$ cat src/rtl/serdes_pkg.sv
// Shared symbol constants, FSM state type and sizing helper for the SERDES tx path.
package serdes_pkg;

   localparam logic [7:0] K28_5 = 8'hBC;   // comma / idle
   localparam logic [7:0] K27_7 = 8'hFB;   // start of packet
   localparam logic [7:0] K29_7 = 8'hFD;   // end of packet
   localparam logic [7:0] K28_0 = 8'h1C;   // payload underrun filler

   typedef enum logic [2:0] {
      IDLE = 3'd0,
      HDR  = 3'd1,
      PAY  = 3'd2,
      EOP  = 3'd3,
      GAP  = 3'd4
   } tx_sched_state_e;

   // Index width for n sources; never narrower than one bit.
   function automatic int idx_width(input int n);
      return (n > 1) ? $clog2(n) : 1;
   endfunction

endpackage

$ cat src/rtl/serdes_tx_scheduler_rr_arbiter.sv
// Combinational round-robin arbiter: first requester at or above ptr, wrapping.
module rr_arbiter
   import serdes_pkg::*;
#(
   parameter  int NUM_SRC = 2,
   localparam int IDX_W   = idx_width(NUM_SRC)
) (
   input  logic [NUM_SRC-1:0] req,
   input  logic [IDX_W-1:0]   ptr,
   output logic [NUM_SRC-1:0] gnt,
   output logic [IDX_W-1:0]   gnt_idx,
   output logic               gnt_valid
);

   logic [IDX_W:0] cand;

   // Walk candidates ptr, ptr+1, ... modulo NUM_SRC; the first requester wins.
   always_comb begin
      gnt       = '0;
      gnt_idx   = '0;
      gnt_valid = 1'b0;
      cand      = '0;
      for (int off = 0; off < NUM_SRC; off++) begin
         cand = {1'b0, ptr} + (IDX_W+1)'(off);
         if (cand >= (IDX_W+1)'(NUM_SRC)) begin
            cand = cand - (IDX_W+1)'(NUM_SRC);
         end
         if (!gnt_valid && req[cand[IDX_W-1:0]]) begin
            gnt_valid                = 1'b1;
            gnt_idx                  = cand[IDX_W-1:0];
            gnt[cand[IDX_W-1:0]]     = 1'b1;
         end
      end
   end

endmodule

$ cat src/rtl/serdes_tx_scheduler.sv
// Symbol-slot transmit scheduler: round-robin packet framing over one serial lane.
//
//   state | meaning
//   IDLE  | emitting commas; may grant a source and emit SOP (K27.7) instead
//   HDR   | emitting the header byte carrying the granted source id
//   PAY   | emitting payload bytes from the granted FIFO (K28.0 when it is empty)
//   EOP   | emitting end of packet (K29.7)
//   GAP   | emitting one mandatory comma before the next grant
module serdes_tx_scheduler
   import serdes_pkg::*;
#(
   parameter  int NUM_SRC          = 2,
   parameter  int BYTES_PER_PACKET = 8,
   parameter  int SYMBOL_CYCLES    = 10,
   localparam int IDX_W            = idx_width(NUM_SRC)
) (
   input  logic                   clk,
   input  logic                   rst_n,
   input  logic                   en,
   input  logic [NUM_SRC-1:0]     src_empty,
   input  logic [NUM_SRC*8-1:0]   src_din,
   output logic [NUM_SRC-1:0]     src_ren,
   output logic [7:0]             sym_data,
   output logic                   sym_k,
   output logic                   slot_start,
   output logic                   busy,
   output logic [IDX_W-1:0]       grant_id,
   output logic                   underrun
);

   localparam int CNT_W = $clog2(SYMBOL_CYCLES);
   localparam int BC_W  = $clog2(BYTES_PER_PACKET + 1);

   localparam logic [CNT_W-1:0] SLOT_LAST = CNT_W'(SYMBOL_CYCLES - 1);
   localparam logic [BC_W-1:0]  BYTE_LAST = BC_W'(BYTES_PER_PACKET - 1);

   localparam logic [2:0] S_IDLE = IDLE;
   localparam logic [2:0] S_HDR  = HDR;
   localparam logic [2:0] S_PAY  = PAY;
   localparam logic [2:0] S_EOP  = EOP;
   localparam logic [2:0] S_GAP  = GAP;

   logic [CNT_W-1:0]   slot_cnt_q,   slot_cnt_d;
   logic [2:0]         state_q,      state_d;
   logic [IDX_W-1:0]   rr_ptr_q,     rr_ptr_d;
   logic [IDX_W-1:0]   grant_id_q,   grant_id_d;
   logic [NUM_SRC-1:0] grant_oh_q,   grant_oh_d;
   logic [BC_W-1:0]    byte_cnt_q,   byte_cnt_d;
   logic [7:0]         sym_data_q,   sym_data_d;
   logic               sym_k_q,      sym_k_d;
   logic               slot_start_q, slot_start_d;
   logic [NUM_SRC-1:0] src_ren_q,    src_ren_d;
   logic               busy_q,       busy_d;
   logic               underrun_q,   underrun_d;

   logic               decision;
   logic               granted_empty;
   logic [7:0]         pay_byte;
   logic [NUM_SRC-1:0] arb_gnt;
   logic [IDX_W-1:0]   arb_idx;
   logic               arb_valid;

   rr_arbiter #(
      .NUM_SRC (NUM_SRC)
   ) u_arb (
      .req       (~src_empty),
      .ptr       (rr_ptr_q),
      .gnt       (arb_gnt),
      .gnt_idx   (arb_idx),
      .gnt_valid (arb_valid)
   );

   // Decision point, and the granted FIFO's flag/head byte selected by the stored one-hot grant.
   always_comb begin
      decision      = (slot_cnt_q == SLOT_LAST);
      granted_empty = |(src_empty & grant_oh_q);
      pay_byte      = '0;
      for (int i = 0; i < NUM_SRC; i++) begin
         if (grant_oh_q[i]) begin
            pay_byte = pay_byte | src_din[i*8 +: 8];
         end
      end
   end

   // Slot pacing and per-slot packet framing decisions.
   always_comb begin
      slot_cnt_d   = decision ? '0 : slot_cnt_q + CNT_W'(1);
      state_d      = state_q;
      rr_ptr_d     = rr_ptr_q;
      grant_id_d   = grant_id_q;
      grant_oh_d   = grant_oh_q;
      byte_cnt_d   = byte_cnt_q;
      sym_data_d   = sym_data_q;
      sym_k_d      = sym_k_q;
      busy_d       = busy_q;
      slot_start_d = 1'b0;
      src_ren_d    = '0;
      underrun_d   = 1'b0;
      if (decision) begin
         slot_start_d = 1'b1;
         case (state_q)
            S_IDLE: begin
               sym_data_d = K28_5;
               sym_k_d    = 1'b1;
               busy_d     = 1'b0;
               if (en && arb_valid) begin
                  // SOP goes out in this very slot, replacing the comma.
                  sym_data_d = K27_7;
                  busy_d     = 1'b1;
                  grant_id_d = arb_idx;
                  grant_oh_d = arb_gnt;
                  rr_ptr_d   = (arb_idx == IDX_W'(NUM_SRC - 1)) ? '0 : arb_idx + IDX_W'(1);
                  state_d    = S_HDR;
               end
            end
            S_HDR: begin
               sym_data_d = 8'(grant_id_q);
               sym_k_d    = 1'b0;
               busy_d     = 1'b1;
               byte_cnt_d = '0;
               state_d    = S_PAY;
            end
            S_PAY: begin
               busy_d = 1'b1;
               if (!granted_empty) begin
                  sym_data_d = pay_byte;
                  sym_k_d    = 1'b0;
                  src_ren_d  = grant_oh_q;
                  byte_cnt_d = byte_cnt_q + BC_W'(1);
                  if (byte_cnt_q == BYTE_LAST) begin
                     state_d = S_EOP;
                  end
               end else begin
                  // Stall the packet with a filler symbol; the byte count does not advance.
                  sym_data_d = K28_0;
                  sym_k_d    = 1'b1;
                  underrun_d = 1'b1;
               end
            end
            S_EOP: begin
               sym_data_d = K29_7;
               sym_k_d    = 1'b1;
               busy_d     = 1'b1;
               state_d    = S_GAP;
            end
            S_GAP: begin
               sym_data_d = K28_5;
               sym_k_d    = 1'b1;
               busy_d     = 1'b0;
               state_d    = S_IDLE;
            end
            default: begin
               sym_data_d = K28_5;
               sym_k_d    = 1'b1;
               busy_d     = 1'b0;
               state_d    = S_IDLE;
            end
         endcase
      end
   end

   // State and output registers; reset drops any partial packet and idles on commas.
   always_ff @(posedge clk or negedge rst_n) begin
      if (!rst_n) begin
         slot_cnt_q   <= '0;
         state_q      <= S_IDLE;
         rr_ptr_q     <= '0;
         grant_id_q   <= '0;
         grant_oh_q   <= '0;
         byte_cnt_q   <= '0;
         sym_data_q   <= K28_5;
         sym_k_q      <= 1'b1;
         slot_start_q <= 1'b0;
         src_ren_q    <= '0;
         busy_q       <= 1'b0;
         underrun_q   <= 1'b0;
      end else begin
         slot_cnt_q   <= slot_cnt_d;
         state_q      <= state_d;
         rr_ptr_q     <= rr_ptr_d;
         grant_id_q   <= grant_id_d;
         grant_oh_q   <= grant_oh_d;
         byte_cnt_q   <= byte_cnt_d;
         sym_data_q   <= sym_data_d;
         sym_k_q      <= sym_k_d;
         slot_start_q <= slot_start_d;
         src_ren_q    <= src_ren_d;
         busy_q       <= busy_d;
         underrun_q   <= underrun_d;
      end
   end

   assign sym_data   = sym_data_q;
   assign sym_k      = sym_k_q;
   assign slot_start = slot_start_q;
   assign src_ren    = src_ren_q;
   assign busy       = busy_q;
   assign grant_id   = grant_id_q;
   assign underrun   = underrun_q;

endmodule

$ cat config.mk
export PLATFORM = sky130hd
export DESIGN_NAME = serdes_tx_scheduler
export DESIGN_NICKNAME = d
export VERILOG_FILES = /design/src/rtl/serdes_pkg.sv /design/src/rtl/serdes_tx_scheduler_rr_arbiter.sv /design/src/rtl/serdes_tx_scheduler.sv
export SDC_FILE = /design/constraint.sdc
export NUM_CORES = 1
export LEC_CHECK = 0
export CORE_ASPECT_RATIO = 1.2
export CORE_MARGIN = 2
export CORE_UTILIZATION = 48
export DETAILED_ROUTE_END_ITERATION = 7
export GPL_TIMING_DRIVEN = 1
export PLACE_DENSITY = 0.87
export SLEW_MARGIN = 5
export SYNTH_ARGS = -nofsm -noshare
export SYNTH_HDL_FRONTEND = slang
export SYNTH_SLANG_ARGS = --single-unit
$ cat constraint.sdc
create_clock -name clk -period 1.9 [get_ports clk]
set_clock_uncertainty 0.2 [all_clocks]
set_input_delay 0.19 -clock clk [delete_from_list [all_inputs] [get_ports clk]]
set_output_delay 0.19 -clock clk [all_outputs]
set_load 0.05 [all_outputs]
==> summary.txt <==
Synth
  • Post-synthesis sequential area ratio: 50.09%
  • Ys async rst share: 100.0%
  • Mapped Cells: 138
  • Syn nets: 160
  • Post-synth EDFFs: 0
  • Mapped Area: 1464 sq um
  • Post-Syn Area per Cell: 10.61 sq um
  • Main synth FF type: dfrtp_1
  • Post-synth cell types: 45
  • FF+latch count, synth: 29
  • Syn. warnings: 0

Clock tree
  • Worst-Skew Late Latency: 330 ps
  • Longest Clk Path Bufs: 2
  • H-tree depth: 2
  • Cts-stage hold buffer count: 0
  • Post-CTS setup buffers: 0
  • Num CTS Buffers: 5
  • Clock sink total: 29
  • CTS clk-pin slew, worst paths: 90 ps
  • TritonCTS clock tree: built
  • Root buffer cell: clkbuf_4

Critical path
  • R2R depth: 4
  • RR Startpoint: state_q[1]
  • Reg-to-Reg End: sym_data[7]
  • CP cell instances: clkdlybuf4s50_1
  • Worst Path Buf+Inv: 1
  • Crit path arrival time: 1470 ps
  • Startpoint types: flip-flop
  • Largest stage delay, worst path: 800 ps
  • Crit Path Class: reg2out
  • Crit. End Element: output port
  • Reg-to-reg slack, setup: 150 ps
  • WP data required: 1510 ps
  • Worst path top cell family by delay: buffers and inverters
  • Number of cells on the critical path: 1
  • CP endpoint: sym_data[1]
  • Crit path max fanout: 2
  • Slowest-stage cell, CP: clkdlybuf4s50_1
  • Crit path from: sym_data[1]

Timing
  • Final hold violation count: 0
  • Setup TNS: 0 ps
  • RSZ-0062 raised after global routing: no
  • Actual slew at the worst max-slew pin: 509.0 ps
  • Pins Over Slew Limit: 0
  • Final setup vio count: 0
  • Crit share post-route: 97.96%
  • Max Fclk: 537.3 MHz
  • Fin crit period: 1861 ps
  • Slew headroom: 66.01%

Power and ir drop
  • Cell Int Power: 0.8722 mW
  • Switch share: 21.13%
  • P_sw: 0.2337 mW
  • Pwr per Cell Area: 577.3 nW/um^2
  • Sequential power share: 55.8%
  • Peak VDD IR: 0.4606 mV
  • Pleak: 0.9686 nW
  • Clock power frac: 38.1%
  • Part of the power in combinational logic: 6.0%

Drt
  • Vias per inst: 5.647
  • Per-cell routed wire length: 14.67 um
  • Pre-antenna DRT Iters: 4
  • Final antenna-violating net count: 0
  • Routed wire length: 3.153 mm
  • Residual DRC: 0
  • Routed vias: 1214
  • Starting DRC count in detailed routing: 33

Global routing
  • Global-route wire length before repair: 5.002 mm
  • Overflow after GRT: 0
  • Initial antenna violation count: 0
  • All-Layer GR Usage: 20.24%
  • Vias in the first global route: 1126
  • Largest net degree at the start of global routing: 30

Finish
  • Share of cells above drive strength 1: 23.76%
  • Nets@finish: 202
  • Post-Layout Cell Count: 215
  • Antenna cell count: 0
  • Most common cell after layout, fill and taps aside: dfrtp_1
  • Area delta synth->final: 30.85%
  • Most frequent cells in the layout: 23 x dfrtp_1, 22 x clkdlybuf4s50_1, 18 x nand2_1
  • Non-Filler Cell Area, Final: 1916 sq um

Place
  • Area of placed instances: 1838 sq um
  • GP Congestion: 0.8842
  • HPWL after DPL: 2.365 mm
  • Buffers added on ports: 35
  • Placed Cells: 207

Die
  • Starting Density: 51.59%
  • Die Area: 3510 sq um
  • Ports: 36
  • Core area: 2838 sq um
  • Die Width: 54.42 um
  • Row count: 21
  • Die height: 64.50 um

Job
  • Max_cap viols: 0

Hold path
  • Hold Path Class: in2async

Run status
  • Status: completed
-- registers in the layout (all words and copies together), names as in the netlist --
| register | count |
|---|---|
| underrun | 1 |
| src_ren | 2 |
| grant_oh_q | 2 |
| sym_k | 1 |
| grant_id | 1 |
| sym_data | 8 |
| byte_cnt_q | 4 |
| slot_cnt_q | 4 |
| state_q | 3 |
| slot_start | 1 |
| busy | 1 |
| rr_ptr_q | 1 |
-- per-stage QoR --
stage               power, mW  utilization (%)  hold WS, ps  setup WS (ps)
finish                  1.106            67.50        28.46          38.82
global route            1.154            67.50        48.10         0.2577
detailed placement     0.6961            64.77        258.5         -61.95
floorplan              0.6342                -       -305.6          372.0
global placement       0.6948            64.77        253.6          13.98
CTS                     1.118            67.24        41.58          27.05
-- synthesized netlist by cell type (2+ instances only) --
library cell,count,area share [%]
a21o_1,3,1.5
a21oi_1,3,1.0
a221oi_1,3,1.8
a22o_1,6,3.6
a22oi_1,4,2.1
a31oi_1,3,1.3
and2_1,2,0.85
buf_2,4,1.4
buf_6,2,1.5
dfrtp_1,23,39
dfstp_2,6,11
inv_1,4,1.0
nand2_1,18,4.6
nand2b_1,3,1.3
nor2_1,7,1.8
nor2_2,2,0.85
nor2b_1,2,0.85
o21a_1,2,1.0
o21ai_0,9,3.1
o21ai_1,6,2.1
o22a_1,2,1.2
-- cells by family (layout without fill, tap and decap cells) --
| family | count (synthesis) | in the layout | share of synthesized area (%) |
|---|---|---|---|
| AO/OA/AOI/OAI | 51 | 51 | 25.81 |
| XOR/XNOR | 1 | 1 | 0.5984 |
| adder cells (fa/ha/maj) | 1 | 1 | 0.8546 |
| buffers and inverters | 12 | 55 | 4.786 |
| flip-flops | 29 | 29 | 50.09 |
| multiplexers | 2 | 2 | 1.453 |
| AND/OR/NAND/NOR | 42 | 42 | 16.41 |
-- routing by layer --
metal / track usage [%] / part of all wire [%] / up-vias
li1: - / - / 587
met1: 24.20 / 42 / 575
met2: 31.78 / 49 / 45
met3: 7.143 / 7.3 / 7
met4: 9.375 / 2.5 / 0
met5: 0 / 0 / -
-- cell type report --
class                           instances  area (sq um)
Inverter                                5         23.77
Clock inverter                          1         5.005
Fill cell                             226         922.1
Sequential cell                        29         733.2
Tap cell                               34         42.54
Timing Repair Buffer                   42         385.4
Clock buffer                            7         65.06
Multi-Input combinational cell         97         660.6
-- power by group through the flow --
stage               clock network (mW)  registers, mW  logic, mW
floorplan                            0          0.629    0.00504
global route                     0.464          0.618     0.0719
finish                           0.422          0.617     0.0667
detailed placement                   0          0.629     0.0671
CTS                              0.433          0.617     0.0678
global placement                     0          0.629     0.0658
-- worst min path at each step --
| stage | from | end | cells after the start |
|---|---|---|---|
| 3_5_place_dp | sym_data[7] | sym_data[7] | 2 |
| 5_1_grt | rst_n | slot_start | 2 |
| 6_report | rst_n | slot_start | 2 |
| 4_1_cts | rst_n | slot_start | 2 |
| 2_1_floorplan | rst_n | busy | 0 |
| 3_3_place_gp | sym_data[5] | sym_data[5] | 2 |
-- timing repair --
action | 4_1_cts | 5_1_grt
setup endpoints to repair | 0 | 3
resized for setup | 0 | 3
hold endpoints to repair | 0 | 0
No activity file was read; power rests on OpenSTA's default activity.
